File: src/rtl/universal_shift_reg.sv
// N-bit universal shift register: parallel load, shift/rotate in both directions,
// synchronous clear, and a shift counter that pulses Done on every WIDTH-th shift.
module universal_shift_reg #(
    parameter int              WIDTH     = 8,
    parameter logic [WIDTH-1:0] RESET_VAL = '0,
    localparam int             CW        = $clog2(WIDTH + 1)
) (
    input  logic             Clk,
    input  logic             Reset,
    input  logic             En,
    input  logic [2:0]       Mode,
    input  logic [WIDTH-1:0] D,
    input  logic             SerIn,
    output logic [WIDTH-1:0] Q,
    output logic             SerOut,
    output logic [CW-1:0]    ShiftCnt,
    output logic             Done
);

    typedef enum logic [2:0] {
        MODE_HOLD  = 3'b000,
        MODE_LOAD  = 3'b001,
        MODE_SHL   = 3'b010,
        MODE_SHR   = 3'b011,
        MODE_ROL   = 3'b100,
        MODE_ROR   = 3'b101,
        MODE_CLEAR = 3'b110,
        MODE_RSVD  = 3'b111
    } mode_t;

    localparam logic [CW-1:0] CNT_LAST = CW'(WIDTH - 1);

    mode_t mode;
    logic  shifting;

    assign mode     = mode_t'(Mode);
    // Only the four shift/rotate codes advance the counter; load/clear reset it instead.
    assign shifting = En && (mode == MODE_SHL || mode == MODE_SHR ||
                             mode == MODE_ROL || mode == MODE_ROR);

    always_ff @(posedge Clk or posedge Reset) begin
        if (Reset) begin
            Q        <= RESET_VAL;
            SerOut   <= 1'b0;
            ShiftCnt <= '0;
            Done     <= 1'b0;
        end else begin
            Done <= 1'b0;
            if (En) begin
                case (mode)
                    MODE_LOAD: begin
                        Q        <= D;
                        ShiftCnt <= '0;
                    end
                    MODE_SHL: begin
                        Q      <= {Q[WIDTH-2:0], SerIn};
                        SerOut <= Q[WIDTH-1];
                    end
                    MODE_SHR: begin
                        Q      <= {SerIn, Q[WIDTH-1:1]};
                        SerOut <= Q[0];
                    end
                    MODE_ROL: begin
                        Q      <= {Q[WIDTH-2:0], Q[WIDTH-1]};
                        SerOut <= Q[WIDTH-1];
                    end
                    MODE_ROR: begin
                        Q      <= {Q[0], Q[WIDTH-1:1]};
                        SerOut <= Q[0];
                    end
                    MODE_CLEAR: begin
                        Q        <= '0;
                        SerOut   <= 1'b0;
                        ShiftCnt <= '0;
                    end
                    default: ;
                endcase
            end
            if (shifting) begin
                if (ShiftCnt == CNT_LAST) begin
                    ShiftCnt <= '0;
                    Done     <= 1'b1;
                end else begin
                    ShiftCnt <= ShiftCnt + 1'b1;
                end
            end
        end
    end

endmodule

File: config.mk
export PLATFORM = sky130hd
export DESIGN_NAME = universal_shift_reg
export DESIGN_NICKNAME = d
export VERILOG_FILES = /design/src/rtl/universal_shift_reg.sv
export SDC_FILE = /design/constraint.sdc
export NUM_CORES = 1
export LEC_CHECK = 0
export CORE_UTILIZATION = 46
export CTS_CLUSTER_SIZE = 40
export DETAILED_ROUTE_END_ITERATION = 8
export MAX_ROUTING_LAYER = met4
export PLACE_DENSITY = 0.78
export SYNTH_ARGS = -nofsm -noshare
export SYNTH_HDL_FRONTEND = slang
export SYNTH_SLANG_ARGS = --single-unit
File: constraint.sdc
create_clock -name Clk -period 2 [get_ports Clk]
set_clock_uncertainty 0.15 [all_clocks]
set_input_delay 0.4 -clock Clk [delete_from_list [all_inputs] [get_ports Clk]]
set_output_delay 0.4 -clock Clk [all_outputs]
set_load 0.02 [all_outputs]
==> run metrics <==
status=complete, no violations; drt via density=between 5 and 6; syn avg cell area=a little under 9 um^2; Top FF cell, synth=dfrtp_1; biggest area consumer among synthesized cells=dfrtp_1; largest cells by area after synthesis=dfrtp_1 35%, nand2_1 6.0%, buf_6 5.6%; Initial Util=0.501; Die X=a little under 50 um; worst-path cell chain=clkdlybuf4s50_1; Worst setup EP type=output pin; Distinct cells, synth=38; worst hold slack=roughly 0.30 ns; Cell Pwr Density=between 800 and 900 nW/um^2; Slew Viols, Final=0; CP Max Fanout=5; Cell Area, Synth=about 1000 um^2; Final Hold Vio Count=0; crit share post-route=0.968; layout cell share with drive strength beyond 1=0.210; Fillers=156; CP peak stage delay=0.64 ns; crit path kind=reg -> out; number of flops mapped to enable cells by yosys=0; post-CTS setup buffer count=0; arrival time worst endpoint=between 1 and 1.5 ns; overall routed net length=about 2.6 mm; LEAKAGE=0.617 nW; Clock Pin Slew Worst Setup and Hold Paths=roughly 0.1 ns; RSZ-0062 raised after global routing=no; Slew headroom=0.637; Worst-Margin Slew=~0.54 ns; cts repair resizes=0; FF-to-FF Start=ShiftCnt[1]$_DFFE_PP0P_; Top Ports=29; largest net degree at the start of global routing=15; Yosys Warn Count=0; vias in the first global route=slightly above 1,000; Setup crit start kind=flop; CTS Buf Count=3; die height=48.7 um; dominant cell by count in the synthesized netlist=nand2_1; row count=16; CP delay by family, top=buffers and inverters; sum of negative setup slack=0 ns; cell count after synthesis=~110; VDD IR-drop max=slightly below 0.0006 V; Seq/Total Area, Yosys=0.349; Clock Sinks=14; Hold-fix buffers, CTS=0; post-detail-place hpwl=around 2.0 mm; Multi-input gate area=around 560 um^2; DRT Pass-1 Iters=4; WP data required=1.45 ns; Inst Count DP=between 150 and 200; commonest cells in the synthesized netlist=16 x nand2_1, 14 x dfrtp_1, 10 x nor2_1, 8 x a21oi_1, 6 x o31ai_1; Iter 0 DRT Violations=45; WL per Instance=14.3 um; CTS root buffer=clkbuf_4; first-pass GRT wire length=4.42 mm; Syn-to-layout area delta=42.0%; synthesis-stage register bit count=14; Reg area=350 um^2; CTS tree=yes; crit path from=Q[3]$_DFFE_PP0P_; total track usage=0.252; worst hold path type=in -> async; H-tree depth=1; total gr overflow=0; Placer Congestion=between 0.8 and 0.9; Max Clock Freq=0.516 GHz; nets@finish=between 150 and 200; share of the synthesized area in the top cell type=0.349; Port-buffer cells=28; via count=approximately 1,000; Routed Antenna Nets=0; post-route non-filler standard cell count=~180; initial antenna violation count=0; n_diodes=0; # DRC=0; core area=approximately 2000 um^2; Post-Syn Nets=130; final setup fails=0; die area=around 2400 um^2; critical path buffer and inverter count=1; min cycle time layout=just under 2 ns; critical path's slowest cell=clkdlybuf4s50_1; CTS Buffer Depth=2; FFs w/ async S/R, synth=1.00; clk_lat worst skew=between 0.2 and 0.3 ns; Max Cap Viol=0
sequential cells by signal (all words and copies together) (netlist names):
signal	count
SerOut	1
ShiftCnt	4
Done	1
Q	8
cells by family after synthesis:
logic type      count (synthesis)  share of synthesized area
buf+inv                        13                     0.0935
simple gates                   44                      0.222
flops                          14                      0.349
mux                             3                     0.0349
compound gates                 38                      0.272
xor+xnor                        1                     0.0162
fa+ha+maj                       1                     0.0125
stage by stage:
stage          total power, W  area (um^2)   util  worst slack, ns
5_1_grt               0.00121         1430  0.712           0.0196
3_5_place_dp         0.000937         1390  0.694          -0.0974
4_1_cts               0.00115         1430  0.712           0.0560
6_report              0.00115         1430  0.712           0.0630
2_1_floorplan        0.000703         1000      -            0.386
3_3_place_gp         0.000921         1390  0.694          -0.0546
routing by layer:
layer  routed length [um]  GRT usage  vias to the layer above  share of wire
met5                    0          -                        -              0
met4                   68      0.137                        0          0.026
met3                  134     0.0189                        8          0.051
met2                 1270      0.421                       42           0.48
met1                 1160      0.299                      480           0.44
li1                     -          -                      494              -
layout make-up:
cell class,instances,area share
Timing Repair Buffer,48,0.302
Inverter,4,0.0105
Tap cell,27,0.0237
Multi-Input combinational cell,87,0.392
Clock buffer,4,0.0255
Sequential cell,14,0.246
cells in the final DEF, fill, tap and decap left out, types with 2 or more instances in the layout:
cell type        instances
a211oi_1                 3
a21oi_1                  8
buf_4                   20
clkbuf_4                 3
clkdlybuf4s50_1         28
dfrtp_1                 14
inv_1                    4
mux2i_1                  2
nand2_1                 16
nand2b_1                 3
nand3_1                  3
nand3b_1                 2
nor2_1                  10
nor3b_1                  2
o211a_1                  2
o21a_1                   4
o21ai_0                  5
o31ai_1                  6
or3_1                    2
power by group:
part           switching [W]  internal (W)
clock network       0.000103      0.000111
registers          0.0000864      0.000346
logic               0.000237      0.000264
total               0.000426      0.000721
path summary, 6_finish.rpt:
check,endpoint,slack [ns],depth (start not counted)
min,Q[4]$_DFFE_PP0P_,0.30,2
max in group asynchronous,Q[2]$_DFFE_PP0P_,1.03,2
min in group Clk,SerOut$_DFFE_PP0P_,0.38,1
max reg2reg,ShiftCnt[3]$_DFFE_PP0P_,0.35,5
max,Q[3],0.06,1
min reg2reg,SerOut$_DFFE_PP0P_,0.38,1
Power figures use the tool's default switching activity.
